===== config.mk =====
export PLATFORM = sky130hd
export DESIGN_NAME = arm7tdmi_wb_retire_queue_flat
export DESIGN_NICKNAME = d
export VERILOG_FILES = /design/src/rtl/arm7tdmi_wb_retire_queue_if.sv /design/src/rtl/arm7tdmi_wb_retire_queue.sv /design/src/flat_wrapper.sv
export SDC_FILE = /design/constraint.sdc
export NUM_CORES = 1
export LEC_CHECK = 0
export ABC_AREA = 1
export CORE_UTILIZATION = 50
export CTS_CLUSTER_DIAMETER = 120
export DETAILED_ROUTE_END_ITERATION = 8
export HOLD_SLACK_MARGIN = 0.03
export MAX_ROUTING_LAYER = met4
export PLACE_DENSITY = 0.78
export SETUP_SLACK_MARGIN = 0.5
export SLEW_MARGIN = 5
export SYNTH_ARGS = -nofsm -noshare
export SYNTH_HDL_FRONTEND = slang
export SYNTH_SLANG_ARGS = --single-unit

===== constraint.sdc =====
create_clock -name clk -period 6.3 [get_ports clk]
set_input_delay 0.63 -clock clk [delete_from_list [all_inputs] [get_ports clk]]
set_output_delay 0.63 -clock clk [all_outputs]
set_load 0.1 [all_outputs]

===== src/rtl/arm7tdmi_wb_retire_queue_if.sv =====
// Bus bundle for the write-back retire queue: allocation, late completion, retire/exception
// outputs and the forwarding lookup. The queue uses the slave modport.
interface arm7tdmi_wb_retire_queue_if #(
    parameter int unsigned DATA_W = 32,
    parameter int unsigned TAG_W  = 2
);
    logic              alloc_valid;
    logic              alloc_ready;
    logic [3:0]        alloc_rd;
    logic              alloc_we;
    logic              alloc_done;
    logic [DATA_W-1:0] alloc_data;
    logic [DATA_W-1:0] alloc_pc;
    logic              alloc_exc;
    logic [DATA_W-1:0] alloc_vec;
    logic [TAG_W-1:0]  alloc_tag;
    logic              cpl_valid;
    logic [TAG_W-1:0]  cpl_tag;
    logic [DATA_W-1:0] cpl_data;
    logic              stall;
    logic              flush;
    logic              rf_write_enable;
    logic [3:0]        rf_write_addr;
    logic [DATA_W-1:0] rf_write_data;
    logic              instr_retire;
    logic [DATA_W-1:0] retire_pc;
    logic [31:0]       retire_instr_count;
    logic              exception_taken;
    logic [DATA_W-1:0] exception_vector;
    logic              pipeline_flush;
    logic [3:0]        fwd_query_addr;
    logic              fwd_hit;
    logic              fwd_pending;
    logic [DATA_W-1:0] fwd_data;
    logic [TAG_W:0]    occupancy;

    modport master (
        output alloc_valid, alloc_rd, alloc_we, alloc_done, alloc_data, alloc_pc, alloc_exc,
        output alloc_vec, cpl_valid, cpl_tag, cpl_data, stall, flush, fwd_query_addr,
        input  alloc_ready, alloc_tag, rf_write_enable, rf_write_addr, rf_write_data,
        input  instr_retire, retire_pc, retire_instr_count, exception_taken, exception_vector,
        input  pipeline_flush, fwd_hit, fwd_pending, fwd_data, occupancy
    );

    modport slave (
        input  alloc_valid, alloc_rd, alloc_we, alloc_done, alloc_data, alloc_pc, alloc_exc,
        input  alloc_vec, cpl_valid, cpl_tag, cpl_data, stall, flush, fwd_query_addr,
        output alloc_ready, alloc_tag, rf_write_enable, rf_write_addr, rf_write_data,
        output instr_retire, retire_pc, retire_instr_count, exception_taken, exception_vector,
        output pipeline_flush, fwd_hit, fwd_pending, fwd_data, occupancy
    );
endinterface


===== src/rtl/arm7tdmi_wb_retire_queue.sv =====
// In-order retirement buffer: out-of-order completion by tag, in-order retire, precise
// exceptions. Define WB_FORWARD_EN to build the forwarding search; otherwise fwd_* are 0.
module arm7tdmi_wb_retire_queue #(
    parameter int unsigned DEPTH  = 4,
    parameter int unsigned DATA_W = 32,
    parameter int unsigned TAG_W  = $clog2(DEPTH)
) (
    input logic                       clk,
    input logic                       rst_n,
    arm7tdmi_wb_retire_queue_if.slave bus
);
    logic [DEPTH-1:0]  valid_q, done_q, we_q, exc_q;
    logic [3:0]        rd_q   [DEPTH];
    logic [DATA_W-1:0] data_q [DEPTH];
    logic [DATA_W-1:0] pc_q   [DEPTH];
    logic [DATA_W-1:0] vec_q  [DEPTH];

    logic [TAG_W-1:0]  head_q, head_d, tail_q, tail_d;
    logic [TAG_W:0]    occ_q, occ_d;

    logic              rf_we_q, rf_we_d, retire_q, retire_d, exc_q_o, exc_d_o, pflush_q, pflush_d;
    logic [3:0]        rf_addr_q, rf_addr_d;
    logic [DATA_W-1:0] rf_data_q, rf_data_d, rpc_q, rpc_d, evec_q, evec_d;
    logic [31:0]       cnt_q, cnt_d;

    logic retire_go, exc_go, pop, full, alloc_go, cpl_go;

    // An excepting head kills everything younger, so it also blocks allocation that cycle.
    assign retire_go = !bus.stall && valid_q[head_q] && done_q[head_q];
    assign exc_go    = retire_go && exc_q[head_q];
    assign pop       = retire_go && !exc_go;
    assign full      = (occ_q == (TAG_W+1)'(DEPTH));
    assign alloc_go  = bus.alloc_valid && bus.alloc_ready;
    assign cpl_go    = bus.cpl_valid && valid_q[bus.cpl_tag] && !done_q[bus.cpl_tag];

    assign bus.alloc_ready = !full && !exc_go;
    assign bus.alloc_tag   = tail_q;
    assign bus.occupancy   = occ_q;

    always_ff @(posedge clk) begin
        if (!rst_n) begin
            valid_q <= '0;
            done_q  <= '0;
        end else if (bus.flush || exc_go) begin
            valid_q <= '0;
        end else begin
            if (cpl_go) begin
                done_q[bus.cpl_tag] <= 1'b1;
                data_q[bus.cpl_tag] <= bus.cpl_data;
            end
            if (pop) valid_q[head_q] <= 1'b0;
            if (alloc_go) begin
                valid_q[tail_q] <= 1'b1;
                done_q[tail_q]  <= bus.alloc_done;
                we_q[tail_q]    <= bus.alloc_we;
                exc_q[tail_q]   <= bus.alloc_exc;
                rd_q[tail_q]    <= bus.alloc_rd;
                data_q[tail_q]  <= bus.alloc_data;
                pc_q[tail_q]    <= bus.alloc_pc;
                vec_q[tail_q]   <= bus.alloc_vec;
            end
        end
    end

    always_comb begin
        head_d = head_q;
        tail_d = tail_q;
        occ_d  = occ_q;
        if (bus.flush || exc_go) begin
            head_d = '0;
            tail_d = '0;
            occ_d  = '0;
        end else begin
            if (pop)      head_d = head_q + TAG_W'(1);
            if (alloc_go) tail_d = tail_q + TAG_W'(1);
            unique case ({alloc_go, pop})
                2'b10:   occ_d = occ_q + (TAG_W+1)'(1);
                2'b01:   occ_d = occ_q - (TAG_W+1)'(1);
                default: occ_d = occ_q;
            endcase
        end
    end

    always_comb begin
        rf_we_d   = 1'b0;
        rf_addr_d = '0;
        rf_data_d = '0;
        retire_d  = 1'b0;
        rpc_d     = '0;
        exc_d_o   = 1'b0;
        evec_d    = '0;
        pflush_d  = 1'b0;
        cnt_d     = cnt_q;
        if (!bus.flush && retire_go) begin
            if (exc_go) begin
                exc_d_o  = 1'b1;
                evec_d   = vec_q[head_q];
                pflush_d = 1'b1;
            end else begin
                retire_d  = 1'b1;
                rpc_d     = pc_q[head_q];
                rf_we_d   = we_q[head_q];
                rf_addr_d = rd_q[head_q];
                rf_data_d = data_q[head_q];
                pflush_d  = we_q[head_q] && (rd_q[head_q] == 4'd15);
                cnt_d     = cnt_q + 32'd1;
            end
        end
    end

    always_ff @(posedge clk) begin
        if (!rst_n) begin
            head_q    <= '0;
            tail_q    <= '0;
            occ_q     <= '0;
            rf_we_q   <= 1'b0;
            rf_addr_q <= '0;
            rf_data_q <= '0;
            retire_q  <= 1'b0;
            rpc_q     <= '0;
            exc_q_o   <= 1'b0;
            evec_q    <= '0;
            pflush_q  <= 1'b0;
            cnt_q     <= '0;
        end else begin
            head_q    <= head_d;
            tail_q    <= tail_d;
            occ_q     <= occ_d;
            rf_we_q   <= rf_we_d;
            rf_addr_q <= rf_addr_d;
            rf_data_q <= rf_data_d;
            retire_q  <= retire_d;
            rpc_q     <= rpc_d;
            exc_q_o   <= exc_d_o;
            evec_q    <= evec_d;
            pflush_q  <= pflush_d;
            cnt_q     <= cnt_d;
        end
    end

    assign bus.rf_write_enable    = rf_we_q;
    assign bus.rf_write_addr      = rf_addr_q;
    assign bus.rf_write_data      = rf_data_q;
    assign bus.instr_retire       = retire_q;
    assign bus.retire_pc          = rpc_q;
    assign bus.retire_instr_count = cnt_q;
    assign bus.exception_taken    = exc_q_o;
    assign bus.exception_vector   = evec_q;
    assign bus.pipeline_flush     = pflush_q;

`ifdef WB_FORWARD_EN
    logic [TAG_W-1:0] fwd_idx;

    // Walk oldest to youngest so the youngest matching producer wins.
    always_comb begin
        bus.fwd_hit     = 1'b0;
        bus.fwd_pending = 1'b0;
        bus.fwd_data    = '0;
        fwd_idx         = '0;
        for (int unsigned k = 0; k < DEPTH; k++) begin
            fwd_idx = head_q + TAG_W'(k);
            if (valid_q[fwd_idx] && we_q[fwd_idx] && (rd_q[fwd_idx] == bus.fwd_query_addr)) begin
                bus.fwd_hit     = done_q[fwd_idx];
                bus.fwd_pending = !done_q[fwd_idx];
                bus.fwd_data    = done_q[fwd_idx] ? data_q[fwd_idx] : '0;
            end
        end
    end
`else
    logic unused_fwd;
    assign unused_fwd      = ^bus.fwd_query_addr;
    assign bus.fwd_hit     = 1'b0;
    assign bus.fwd_pending = 1'b0;
    assign bus.fwd_data    = '0;
`endif
endmodule

===== src/flat_wrapper.sv =====
// flat-port wrapper written by rule: the top's interface ports become plain ports
module arm7tdmi_wb_retire_queue_flat 
#(
    parameter int unsigned DEPTH  = 4,
    parameter int unsigned DATA_W = 32,
    parameter int unsigned TAG_W  = $clog2(DEPTH)
)
  (clk, rst_n, bus_alloc_valid, bus_alloc_rd, bus_alloc_we, bus_alloc_done, bus_alloc_data, bus_alloc_pc, bus_alloc_exc, bus_alloc_vec, bus_cpl_valid, bus_cpl_tag, bus_cpl_data, bus_stall, bus_flush, bus_fwd_query_addr, bus_alloc_ready, bus_alloc_tag, bus_rf_write_enable, bus_rf_write_addr, bus_rf_write_data, bus_instr_retire, bus_retire_pc, bus_retire_instr_count, bus_exception_taken, bus_exception_vector, bus_pipeline_flush, bus_fwd_hit, bus_fwd_pending, bus_fwd_data, bus_occupancy);
  arm7tdmi_wb_retire_queue_if #(.DATA_W(DATA_W), .TAG_W(TAG_W)) bus_i ();
  input logic clk;
  input logic rst_n;
  input wire logic [$bits(bus_i.alloc_valid)-1:0] bus_alloc_valid;
  input wire logic [$bits(bus_i.alloc_rd)-1:0] bus_alloc_rd;
  input wire logic [$bits(bus_i.alloc_we)-1:0] bus_alloc_we;
  input wire logic [$bits(bus_i.alloc_done)-1:0] bus_alloc_done;
  input wire logic [$bits(bus_i.alloc_data)-1:0] bus_alloc_data;
  input wire logic [$bits(bus_i.alloc_pc)-1:0] bus_alloc_pc;
  input wire logic [$bits(bus_i.alloc_exc)-1:0] bus_alloc_exc;
  input wire logic [$bits(bus_i.alloc_vec)-1:0] bus_alloc_vec;
  input wire logic [$bits(bus_i.cpl_valid)-1:0] bus_cpl_valid;
  input wire logic [$bits(bus_i.cpl_tag)-1:0] bus_cpl_tag;
  input wire logic [$bits(bus_i.cpl_data)-1:0] bus_cpl_data;
  input wire logic [$bits(bus_i.stall)-1:0] bus_stall;
  input wire logic [$bits(bus_i.flush)-1:0] bus_flush;
  input wire logic [$bits(bus_i.fwd_query_addr)-1:0] bus_fwd_query_addr;
  output wire logic [$bits(bus_i.alloc_ready)-1:0] bus_alloc_ready;
  output wire logic [$bits(bus_i.alloc_tag)-1:0] bus_alloc_tag;
  output wire logic [$bits(bus_i.rf_write_enable)-1:0] bus_rf_write_enable;
  output wire logic [$bits(bus_i.rf_write_addr)-1:0] bus_rf_write_addr;
  output wire logic [$bits(bus_i.rf_write_data)-1:0] bus_rf_write_data;
  output wire logic [$bits(bus_i.instr_retire)-1:0] bus_instr_retire;
  output wire logic [$bits(bus_i.retire_pc)-1:0] bus_retire_pc;
  output wire logic [$bits(bus_i.retire_instr_count)-1:0] bus_retire_instr_count;
  output wire logic [$bits(bus_i.exception_taken)-1:0] bus_exception_taken;
  output wire logic [$bits(bus_i.exception_vector)-1:0] bus_exception_vector;
  output wire logic [$bits(bus_i.pipeline_flush)-1:0] bus_pipeline_flush;
  output wire logic [$bits(bus_i.fwd_hit)-1:0] bus_fwd_hit;
  output wire logic [$bits(bus_i.fwd_pending)-1:0] bus_fwd_pending;
  output wire logic [$bits(bus_i.fwd_data)-1:0] bus_fwd_data;
  output wire logic [$bits(bus_i.occupancy)-1:0] bus_occupancy;
  assign bus_i.alloc_valid = bus_alloc_valid;
  assign bus_i.alloc_rd = bus_alloc_rd;
  assign bus_i.alloc_we = bus_alloc_we;
  assign bus_i.alloc_done = bus_alloc_done;
  assign bus_i.alloc_data = bus_alloc_data;
  assign bus_i.alloc_pc = bus_alloc_pc;
  assign bus_i.alloc_exc = bus_alloc_exc;
  assign bus_i.alloc_vec = bus_alloc_vec;
  assign bus_i.cpl_valid = bus_cpl_valid;
  assign bus_i.cpl_tag = bus_cpl_tag;
  assign bus_i.cpl_data = bus_cpl_data;
  assign bus_i.stall = bus_stall;
  assign bus_i.flush = bus_flush;
  assign bus_i.fwd_query_addr = bus_fwd_query_addr;
  assign bus_alloc_ready = bus_i.alloc_ready;
  assign bus_alloc_tag = bus_i.alloc_tag;
  assign bus_rf_write_enable = bus_i.rf_write_enable;
  assign bus_rf_write_addr = bus_i.rf_write_addr;
  assign bus_rf_write_data = bus_i.rf_write_data;
  assign bus_instr_retire = bus_i.instr_retire;
  assign bus_retire_pc = bus_i.retire_pc;
  assign bus_retire_instr_count = bus_i.retire_instr_count;
  assign bus_exception_taken = bus_i.exception_taken;
  assign bus_exception_vector = bus_i.exception_vector;
  assign bus_pipeline_flush = bus_i.pipeline_flush;
  assign bus_fwd_hit = bus_i.fwd_hit;
  assign bus_fwd_pending = bus_i.fwd_pending;
  assign bus_fwd_data = bus_i.fwd_data;
  assign bus_occupancy = bus_i.occupancy;
  arm7tdmi_wb_retire_queue #(.DEPTH(DEPTH), .DATA_W(DATA_W), .TAG_W(TAG_W)) u_core (.clk(clk), .rst_n(rst_n), .bus(bus_i));
endmodule

# Yosys cells after proc, flatten, opt, wreduce, memory -nomap -nowiden
# Memories as Yosys holds them, arrays and structs flattened. A register that Yosys moved wholly into a read port is not among the register bits.
# Index checks and enable logic that the tools add are counted.
# word_totals
ff_bits	63
mem_bits_rw	400
input_bits	147
out_inout_bits	176
mem_count	4
# op_classes
n_addsub	5
n_lt_le_gt_ge	6
n_eq_ne	4
mux	43
bitwise_logic	8
reduce_logical	27
# memory_table
name	depth	width	rd	rd_clocked_by_memory_dff	wr	line_no	text
u_core.data_q	4	32	1	1	2	arm7tdmi_wb_retire_queue.sv:14	logic [DATA_W-1:0] data_q [DEPTH];
u_core.pc_q	4	32	1	1	1	arm7tdmi_wb_retire_queue.sv:15	logic [DATA_W-1:0] pc_q [DEPTH];
u_core.vec_q	4	32	1	1	1	arm7tdmi_wb_retire_queue.sv:16	logic [DATA_W-1:0] vec_q [DEPTH];
u_core.rd_q	4	4	1	1	1	arm7tdmi_wb_retire_queue.sv:13	logic [3:0] rd_q [DEPTH];
# ops
op	n
$add 32x1->32 const B	1
$mux 4	8
$mux 1	20
$logic_and 1x1->1	13
$bmux 1 s2	6
$bwmux 4	3
$lt 2x3->1 const B	3
$or 4x4->4	2
$demux 1 s2	3
$ge 2x1->1 const B	3
$logic_not 1->1	6
$pmux 3 s2	1
$reduce_and 3->1	2
$add 2x1->2 const B	2
$and 4x4->4	1
$eq 4x4->1 const B	1
$mux 2	2
$not 1->1	4
$not 4->4	1
$reduce_and 2->1	2
$add 3x1->3 const B	1
$eq 3x3->1 const B	1
$reduce_or 3->1	1
$sub 3x1->3 const B	1
other kinds (5)	5

# Depth between registers and ports, before layout
# depth
depth_word	12
ltp_mapped	15
ltp_nobuf	14

# Worst setup path before layout
# No wires, ideal clock.
# synth_timing
kind	reg2reg
start	register u_core.occ_q[0], in the netlist u_core.bus.occupancy[0]
end	memory u_core.pc_q[3][0] (enable)
setup_time_ns	0.422
t_arrival_ns	3.224
required_time_ns	5.878
setup_slack_ns	2.653
path_stages_with_launch	8
n_path_buf	1
synth_period_minus_slack_ns	3.647
cell_sequence	dfxtp_1 > inv_1 > nand3_1 > nand4_1 > inv_1 > nand2_1 > buf_2 > inv_1
# synth_between
elab_chain_len	8
# synth_lines
element	line_no	text
from (decl)	arm7tdmi_wb_retire_queue.sv:19	logic [TAG_W:0] occ_q, occ_d;
from (signal assigned)	arm7tdmi_wb_retire_queue.sv:115	occ_q <= '0;
from (signal assigned)	arm7tdmi_wb_retire_queue.sv:128	occ_q <= occ_d;
$eq 3x3->1	arm7tdmi_wb_retire_queue.sv:32	assign full = (occ_q == (TAG_W+1)'(DEPTH));
$logic_not 1->1	arm7tdmi_wb_retire_queue.sv:36	assign bus.alloc_ready = !full && !exc_go;
$logic_and 1x1->1	arm7tdmi_wb_retire_queue.sv:36	
$logic_and 1x1->1	arm7tdmi_wb_retire_queue.sv:33	assign alloc_go = bus.alloc_valid && bus.alloc_ready;
$mux 1	arm7tdmi_wb_retire_queue.sv:52	if (alloc_go) begin
$mux 1	arm7tdmi_wb_retire_queue.sv:44	end else if (bus.flush || exc_go) begin
$mux 1	arm7tdmi_wb_retire_queue.sv:41	if (!rst_n) begin
$mux 1 (implied by the code)	arm7tdmi_wb_retire_queue.sv:59	pc_q[tail_q] <= bus.alloc_pc;
to (decl)	arm7tdmi_wb_retire_queue.sv:15	
# No other way between the ends.

# Worst setup path after layout
# layout_timing
start	register u_core.head_q[0]
end	output port bus_alloc_ready
# layout_between
elab_chain_len	7
elab_cells_between_ends	11
classes_between	6 x mux; 5 x reduce/logical
# layout_lines
element	line_no	text
from (decl)	arm7tdmi_wb_retire_queue.sv:18	logic [TAG_W-1:0] head_q, head_d, tail_q, tail_d;
from (signal assigned)	arm7tdmi_wb_retire_queue.sv:113	head_q <= '0;
from (signal assigned)	arm7tdmi_wb_retire_queue.sv:126	head_q <= head_d;
$bmux 1 s2	arm7tdmi_wb_retire_queue.sv:29	assign retire_go = !bus.stall && valid_q[head_q] && done_q[head_q];
$mux 1 (implied by the code)	arm7tdmi_wb_retire_queue.sv:29	
$logic_and 1x1->1 (2 in series)	arm7tdmi_wb_retire_queue.sv:29	
$logic_and 1x1->1 *	arm7tdmi_wb_retire_queue.sv:30	assign exc_go = retire_go && exc_q[head_q];
$logic_not 1->1 *	arm7tdmi_wb_retire_queue.sv:36	
$logic_and 1x1->1 *	arm7tdmi_wb_retire_queue.sv:36	
to (decl)	flat_wrapper.sv:26	output wire logic [$bits(bus_i.alloc_ready)-1:0] bus_alloc_ready;
# Every way passes the cells marked *; elsewhere a longest branch is shown, timed or not. The select of a mux whose other input is x is not followed.

==> impl_metrics.env <==
export IMPL_status="complete, no violations"
export IMPL_r2r_end="u_core.data_q[3][23]"
export IMPL_p_leak_nw=9.91
export IMPL_yosysSeqAreaShare_pct=68.4
export IMPL_hold_violations=0
export IMPL_worst_path_max_fanout=102
export IMPL_powerDensity_nw_per_um2=276
export IMPL_die_area_um2=45600
export IMPL_areaGrowthSynthToFinish_pct=21.8
export IMPL_fmax_mhz=212
export IMPL_cts_resized_gates=0
export IMPL_synth_seq_cells=561
export IMPL_cts_buffers=54
export IMPL_syn_area_um2=22400
export IMPL_drtIter0Drc=1228
export IMPL_finClkSkew_ps=30.9
export IMPL_fin_crit_ps=4720
export IMPL_wl_met2_um=27200
export IMPL_grt_use_total_pct=24.3
export IMPL_finalMaxSlewViolations=0
export IMPL_final_period_utilization_pct=74.8
export IMPL_wl_um=54400
export IMPL_tns_ps=0
export IMPL_grt_pass1_wl_um=82300
export IMPL_initial_core_util_pct=50.6
export IMPL_vdd_drop_max_mv=0.197
export IMPL_synth_flop_cell="edfxtp_1"
export IMPL_clockRootBuffer="clkbuf_16"
export IMPL_htreeDepth=2
export IMPL_grt_start_max_net_pins=103
export IMPL_wirelength_met1_um=22000
export IMPL_rrSetupSlack_ps=1930
export IMPL_pre_cts_slack_ps=1900
export IMPL_layout_commonest_cell="nor2_1"
export IMPL_yosysTopAreaCellShare_pct=54.7
export IMPL_min_path_cells=2
export IMPL_die_y_um=214
export IMPL_reg2reg_depth=9
export IMPL_core_area_um2=44200
export IMPL_yosys_warnings=0
export IMPL_grt_remaining_overflow=0
export IMPL_vias=16000
export IMPL_worstPathArrival_ps=4090
export IMPL_drive_gt1_share_pct=5.16
export IMPL_relSlewSlack_pct=21.1
export IMPL_gp_congestion=0.868
export IMPL_ant_nets=0
export IMPL_worstMarginPinSlew_ps=1180
export IMPL_ios=323
export IMPL_mostFrequentLayoutCells="nor2_1 (440), edfxtp_1 (408), nand2_1 (285)"
export IMPL_cts_tree="built"
export IMPL_fin_ws_ps=1580
export IMPL_fillCellCount=3422
export IMPL_dp_hpwl_um=32200
export IMPL_fin_nets=2518
export IMPL_drc=0
export IMPL_post_cts_setup_buffers=0
export IMPL_top_layer="met4"
export IMPL_timing_rr_start="u_core.head_q[0]"
export IMPL_clock_path_buffers=3
export IMPL_clk_pin_slew_ps=70
export IMPL_min_to="u_core.done_q[0]"
export IMPL_avgViaCountPerCell=5.32
export IMPL_first_pass_iters=8
export IMPL_synth_edf_count=408
export IMPL_insertion_delay_ps=620
export IMPL_hold_path_startpoint="u_core.done_q[0]"
export IMPL_worstHoldPathType="reg2reg"
export IMPL_port_buffers=284
export IMPL_synth_area_leader_cell="edfxtp_1"
export IMPL_die_w_um=214
export IMPL_routed_wl_met3_um=3890
export IMPL_cp_start_kind="flip-flop"
export IMPL_worst_setup_path_end_kind="output port"
export IMPL_critPathKind="reg2out"
export IMPL_timing_max_cap_violations=0
export IMPL_setup_viol=0
export IMPL_syn_inst=2116
export IMPL_fp_row_count=77
export IMPL_grt_pass1_vias=15700
export IMPL_rsz0062_at_grt="no"
export IMPL_holdBufCountCts=0
export IMPL_yosys_top_cells_area="edfxtp_1 (55%), dfxtp_1 (14%), nor2_1 (7.4%), o21ai_0 (5.6%), nand2_1 (4.8%)"
export IMPL_antenna_found_initial=6
export IMPL_post_drt_wl_per_cell_um=18.1
export IMPL_async_flop_share_pct=0
export IMPL_cp_required_ps=5670
export IMPL_syn_avg_cell_area_um2=10.6
export IMPL_cts_sinks=561
export IMPL_synth_cell_types=35
-- where the power goes --
part,internal (mW),switching [mW]
Combinational,0.120,0.236
Clock,1.78,1.38
Sequential,3.99,0.00956
-- worst max path at each step --
stage,endpoint,start,slack (ps),cells after the start
global route,bus_alloc_ready,u_core.head_q[0],1320,7
floorplan,u_core.pc_q[3][0],u_core.bus.occupancy[0],2650,7
CTS,bus_alloc_ready,u_core.head_q[0],1570,7
global placement,u_core.data_q[3][10],rst_n,1950,6
finish,bus_alloc_ready,u_core.head_q[0],1580,7
detailed placement,u_core.data_q[3][11],rst_n,1900,6
-- registers in the layout (all words and copies together), names as in the netlist, 16 cells and up, named ones only --
signal and cells:
u_core.pc_q 128, u_core.bus.exception_vector 32, u_core.vec_q 128, u_core.data_q 128
u_core.bus.rf_write_data 32, u_core.bus.retire_instr_count 32, u_core.bus.retire_pc 32, u_core.rd_q 16
-- cell usage after synthesis (all sizes together) (3+ instances only) --
| master | number |
|---|---|
| nor2 | 441 |
| edfxtp | 408 |
| o21ai | 330 |
| nand2 | 291 |
| dfxtp | 153 |
| a21oi | 139 |
| inv | 95 |
| buf | 91 |
| clkbuf | 59 |
| nand3 | 29 |
| nor3 | 18 |
| xor2 | 18 |
| ha | 10 |
| nand4 | 8 |
| xnor2 | 7 |
| a32o | 4 |
| and3 | 3 |
| o21bai | 3 |
-- cell type report --
type	count	area (um^2)	area share (%)
multi-input combinational	1343	6060	22.2
inverter	95	367	1.34
antenna	7	17.5	0.0643
sequential	561	15300	56.2
timing repair buffer	305	3000	11.0
clock buffer	77	1560	5.72
clock inverter	24	195	0.716
tap	592	741	2.72
-- per-layer routing --
metal	vias to the layer above	global-route usage [%]
met4	0	8.20
met5	-	-
met1	7659	28.9
met3	97	5.08
li1	7643	-
met2	589	41.0
-- metrics by stage --
stage | hold slack, ps | util, % | cells | instance area [um^2] | power, mW
2_1_floorplan | 442 | - | 2149 | 22500 | 4.30
3_3_place_gp | 474 | 57.6 | 2896 | 25500 | 4.42
3_5_place_dp | 481 | 57.6 | 2896 | 25500 | 4.44
4_1_cts | 490 | 61.6 | 2997 | 27200 | 7.57
5_1_grt | 504 | 61.6 | 3003 | 27300 | 7.74
6_report | 492 | 61.6 | 3004 | 27300 | 7.51
-- critical path: stages, from the launching register on --
cell	delay, ps
dfxtp_4	860
inv_4	550
nand3_1	200
nand3_1	120
nand4_2	220
inv_2	90
a31oi_1	150
clkdlybuf4s50_1	1160
-- cells by family (layout without fill, tap and decap cells) --
family | Yosys count | in the layout | synth area share [%]
buffers and inverters | 245 | 501 | 5.18
DFF | 561 | 561 | 68.4
xor gates and xnor gates | 25 | 25 | 0.978
and+or+nand+nor | 793 | 793 | 13.9
AOI/OAI and AO/OA | 480 | 480 | 10.9
adders and majority gates | 11 | 11 | 0.648
other | 1 | 41 | 0.0168
Note: power is estimated with default switching activity, not from simulation.
